### src/rtl/wb_retire_queue.sv
// ---------------------------------------------------------------------------
// wb_retire_queue
//
// Purpose: in-order write-back retire queue. Each issuing instruction with a
// non-zero destination register gets a slot. The slot is addressed directly
// by its tag. Execution units complete slots in any order. Slots retire
// strictly in tag order, at most one per cycle, onto registered write-back
// outputs.
//
// Handshake: an issue is accepted on a rising edge where IssueValid and
// IssueReady are both high. IssueReady depends only on the registered slot
// count, so a retire in the same cycle does not free a credit early.
// Completion has no ready signal: every CplValid cycle is consumed, either
// as a legal result or as a sticky error.
//
// Ports:
//   clk, rst_n          clock (rising edge), asynchronous active-low reset
//   IssueValid/IssueRd  issuing instruction and its destination register
//   IssueReady          a slot is free
//   IssueTag            tag the current issue receives (HorizonTag + 1)
//   CplValid/CplTag/    result returning from an execution unit
//   CplData
//   WbAddr/WbTag/RdData registered retire outputs; WbAddr == 0 means no retire
//   Occupancy           number of allocated slots
//   CplErr              sticky: completion to a free or already-done slot
// ---------------------------------------------------------------------------
module wb_retire_queue #(
    parameter bit embedded = 1'b1,
    parameter int wb_depth = 16,
    localparam int raddr_w = embedded ? 4 : 5,
    localparam int tag_w   = (wb_depth > 1) ? $clog2(wb_depth) : 1
) (
    input  logic               clk,
    input  logic               rst_n,
    input  logic               IssueValid,
    input  logic [raddr_w-1:0] IssueRd,
    output logic               IssueReady,
    output logic [tag_w-1:0]   IssueTag,
    input  logic               CplValid,
    input  logic [tag_w-1:0]   CplTag,
    input  logic [31:0]        CplData,
    output logic [raddr_w-1:0] WbAddr,
    output logic [tag_w-1:0]   WbTag,
    output logic [31:0]        RdData,
    output logic [tag_w:0]     Occupancy,
    output logic               CplErr
);

    // Arrays cover the full tag space so every tag value indexes a real slot.
    localparam int Slots = 1 << tag_w;
    localparam logic [tag_w:0] DepthCnt = (tag_w+1)'(wb_depth);

    logic [raddr_w-1:0] slotRd   [Slots];
    logic [31:0]        slotData [Slots];
    logic [Slots-1:0]   slotAlloc;
    logic [Slots-1:0]   slotDone;

    logic [tag_w-1:0] headTag;
    logic [tag_w-1:0] tailTag;
    logic [tag_w-1:0] horizonTag;
    logic [tag_w:0]   count;

    logic issueAcc;
    logic doAlloc;
    logic cplOk;
    logic cplBad;
    logic doRetire;

    always_comb begin
        issueAcc = IssueValid & IssueReady;
        // rd == 0 writes nothing back, so it takes no slot and no tag.
        doAlloc  = issueAcc & (IssueRd != '0);
        cplOk    = CplValid & slotAlloc[CplTag] & ~slotDone[CplTag];
        cplBad   = CplValid & ~cplOk;
        // Uses registered done only: a completion to the head becomes
        // retireable one cycle later, never in the same cycle.
        doRetire = slotAlloc[headTag] & slotDone[headTag];
    end

    assign IssueReady = (count < DepthCnt);
    assign IssueTag   = horizonTag + tag_w'(1);
    assign Occupancy  = count;

    // Control state, pointers and registered outputs.
    // A retiring head never collides with the tail being allocated: they
    // coincide only when count is 0 (no retire) or full (no issue).
    always_ff @(posedge clk or negedge rst_n) begin
        if (!rst_n) begin
            slotAlloc  <= '0;
            slotDone   <= '0;
            headTag    <= tag_w'(1);
            tailTag    <= tag_w'(1);
            horizonTag <= '0;
            count      <= '0;
            WbAddr     <= '0;
            WbTag      <= '0;
            RdData     <= '0;
            CplErr     <= 1'b0;
        end else begin
            if (doRetire) begin
                slotAlloc[headTag] <= 1'b0;
                slotDone[headTag]  <= 1'b0;
                headTag            <= headTag + tag_w'(1);
                WbAddr             <= slotRd[headTag];
                WbTag              <= headTag;
                RdData             <= slotData[headTag];
            end else begin
                WbAddr <= '0;
            end

            if (doAlloc) begin
                slotAlloc[tailTag] <= 1'b1;
                slotDone[tailTag]  <= 1'b0;
                tailTag            <= tailTag + tag_w'(1);
                horizonTag         <= horizonTag + tag_w'(1);
            end

            if (cplOk) begin
                slotDone[CplTag] <= 1'b1;
            end

            if (cplBad) begin
                CplErr <= 1'b1;
            end

            case ({doAlloc, doRetire})
                2'b10:   count <= count + (tag_w+1)'(1);
                2'b01:   count <= count - (tag_w+1)'(1);
                default: count <= count;
            endcase
        end
    end

    // Slot payload needs no reset: it is only read while the slot is
    // allocated and done, and both are written before that can happen.
    always_ff @(posedge clk) begin
        if (doAlloc) begin
            slotRd[tailTag] <= IssueRd;
        end
        if (cplOk) begin
            slotData[CplTag] <= CplData;
        end
    end

endmodule

### config.mk
export PLATFORM = sky130hd
export DESIGN_NAME = wb_retire_queue
export DESIGN_NICKNAME = d
export VERILOG_FILES = /design/src/rtl/wb_retire_queue.sv
export SDC_FILE = /design/constraint.sdc
export NUM_CORES = 1
export LEC_CHECK = 0
export ABC_CLOCK_PERIOD_IN_PS = 9900
export BUFFER_PORTS_ARGS = -buffer_cell sky130_fd_sc_hd__buf_4
export CORE_ASPECT_RATIO = 0.6
export CORE_MARGIN = 5
export CORE_UTILIZATION = 54
export CTS_CLUSTER_SIZE = 25
export DETAILED_ROUTE_END_ITERATION = 12
export HOLD_SLACK_MARGIN = 0.12
export MAX_ROUTING_LAYER = met4
export PLACE_DENSITY_LB_ADDON = 0.08
export SLEW_MARGIN = 20
export SYNTH_ARGS = -nofsm -noshare
export SYNTH_HDL_FRONTEND = slang
export SYNTH_SLANG_ARGS = --single-unit
### constraint.sdc
create_clock -name clk -period 9.9 [get_ports clk]
set_input_delay 0.495 -clock clk [delete_from_list [all_inputs] [get_ports clk]]
set_output_delay 0.495 -clock clk [all_outputs]
set_load 0.005 [all_outputs]
==> metrics.yaml <==
status: "finished, final reports clean"
vias: 14200
postSynth.asyncResetShare_pct: 13.5
syn_area_sq_um: 26700
multi_input_area_sq_um: 6700
fin_setup_tns_ns: 0
critPathMaxFanout: 133
dpl.hpwl_mm: 35.9
worstPathRequired_ns: 10.42
holdPathEnd: "slotData[9][27]"
timing.rr.end: "Occupancy[4]"
die_h_um: 182
synth_cell_type_count: 56
synthCells: 1482
start_util_pct: 54.3
core_area_sq_um: 49100
cts_root_buffer: "clkbuf_16"
drv_cap: 0
placedCellCount: 2167
firstDrtPassIters: 5
ys_seq_elements: 666
area_growth_pct: 12.6
gr-usage-all-layers_pct: 24.1
start_kind: "flip-flop"
syn_area_per_cell_sq_um: 18.0
clkTransAtPathRegs_ns: 0.07
final_layout_size_suffix_gt1_share_pct: 21.9
io_buffers: 94
max_slew_margin_pct: 25.3
cp_data_arrival_time_ns: 5.77
slowest_stage: "dfstp_4"
ctsHoldBuffers: 1
dieWidth_um: 297
std_cell_rows: 63
synth_edf_count: 576
grt_pass1_wl_mm: 94.5
die-area_sq_um: 54100
final-hold-violation-count: 0
finalCritPeriodShare_pct: 53.0
startpoint: "headTag[0]"
gp_congestion: 0.871
diodes: 0
mostFrequentLayoutCells: "edfxtp_1 (576), mux2i_1 (165), buf_4 (124), nand2_1 (94), mux4_2 (93)"
ys_warn_count: 0
grt_pass1_vias: 13900
r2r_slack_ns: 4.65
hp-start: "CplData[27]"
fmax_ghz: 0.191
clk_latency_ns: 0.60
ys.flop_type: "edfxtp_1"
worstHoldPathCells: 1
path_cells: "buf_12 > mux4_2 > a21oi_1 > nor3_4 > mux2_2 > ha_1 > xor2_1 > ha_1 > o21a_1 > o21ai_0 > o21bai_1 > xnor2_1 > nor2_1 > xnor2_1"
post-cts-setup-buffer-count: 0
setup_ws_ns: 4.65
tritoncts: "built"
slowest_delay_ns: 1.15
finalSetupViolCount: 0
rr_worst_depth: 14
instances_no_fill: 2277
ios: 95
grt_antenna_before_repair: 1
ir_drop_v: 0.000121
hold_path_class: "input pin to flip-flop"
rsz0062_at_grt: "false"
p_per_area_nw_per_um2: 180
drtIter0Drc: 1435
leakage_nw: 9.98
drc_errors: 0
cts_buffers: 59
final_common_cell: "edfxtp_1"
worstReg2RegStart: "headTag[0]"
cts_resized: 0
cts_htree_levels: 2
cts_sinks: 666
routed_wl_mm: 63.7
fin_worst_skew_ns: 0.0229
pre_cts_slack_ns: 4.74
synth-seq-area-share_pct: 73.3
grt_max_degree: 134
ff_latch_area_sq_um: 19600
vias_per_cell: 6.22
ant_nets: 0
wl_per_cell_um: 28.0
grt_overflow: 0
syn_nets: 1539
timing_worst_setup_path_type: "flip-flop to flip-flop"
finalNetCount: 1636
worstSetupEndpointType: "flip-flop"
power_mw: 5.41
clk_path_buf_depth: 3
period_needed_ns: 5.25
slew_violations: 0
worst-slew-pin-transition_ns: 1.12
nFillCells: 3583
==> critical path, delay by kind of cell (launching register included) <==
kind                     cells  cell delay, ns
AO/OA/AOI/OAI                4            0.69
XOR/XNOR                     3            0.48
adder cells (fa/ha/maj)      2            0.60
buffers and inverters        1            0.77
flip-flops                   1            1.15
multiplexers                 2            1.03
AND/OR/NAND/NOR              2            0.20
==> worst max-delay path by stage <==
stage / endpoint / slack [ns]
after CTS: Occupancy[4] / 4.74
after global placement: Occupancy[4] / 4.71
final: Occupancy[4] / 4.65
after floorplan: slotData[6][0] / 5.12
after detailed placement: Occupancy[4] / 4.74
after global routing: Occupancy[4] / 4.37
==> power breakdown <==
| part | internal [mW] | switching (mW) | leakage (nW) |
|---|---|---|---|
| Combinational | 0.0175 | 0.0553 | 2.63 |
| Sequential | 3.05 | 0.00211 | 6.40 |
| Clock | 1.30 | 0.988 | 0.949 |
| Total | 4.37 | 1.05 | 9.98 |
==> cell usage after synthesis, drive strengths merged, types with 23 or more instances <==
master	number	area share [%]
a21o	23	0.65
buf	49	1.2
a21oi	38	0.71
dfrtp	88	8.3
edfxtp	576	65
o21ai	38	0.71
o221ai	32	1.1
clkbuf	41	0.58
mux2i	165	6.2
nand2	95	1.3
nor2	23	0.32
o211ai	33	0.93
o22ai	34	0.80
mux4	93	7.9
==> cells by family after synthesis <==
logic type,after synthesis,share of synthesized area [%]
multiplexers,273,14.7
AO/OA/AOI/OAI,222,5.58
XOR/XNOR,16,0.525
flip-flops,666,73.3
buffers and inverters,108,2.05
adder cells (fa/ha/maj),13,0.610
AND/OR/NAND/NOR,184,3.18
==> registers in the layout, summed over array words and instances (netlist names) <==
signal and cells:
WbAddr 4, slotRd 64, tailTag 4, slotData 512, slotAlloc 16, WbTag 4
horizonTag 4, slotDone 16, CplErr 1, headTag 4, Occupancy 5, RdData 32
==> layout make-up <==
cell class,count,area share [%]
Multi-Input combinational cell,708,22.3
Clock buffer,81,5.53
Sequential cell,666,65.2
Tap cell,650,2.71
Timing Repair Buffer,126,3.20
Clock inverter,28,0.863
Inverter,18,0.225
==> metal layers <==
| metal | wire length, um | GRT usage [%] | part of all wire, % |
|---|---|---|---|
| met1 | 30100 | 38.5 | 47 |
| met2 | 27400 | 33.2 | 43 |
| met3 | 5290 | 4.74 | 8.3 |
| met4 | 869 | 3.58 | 1.4 |
| met5 | 0 | - | 0 |
==> metrics by stage <==
| step | hold WS, ns | utilization [%] | area [sq um] |
|---|---|---|---|
| floorplan | 0.199 | - | 26700 |
| global placement | 0.450 | 57.2 | 28100 |
| detailed placement | 0.450 | 57.2 | 28100 |
| CTS | 0.168 | 61.1 | 30000 |
| global route | 0.188 | 61.1 | 30000 |
| finish | 0.196 | 61.1 | 30000 |
Power figures use the tool's default switching activity.
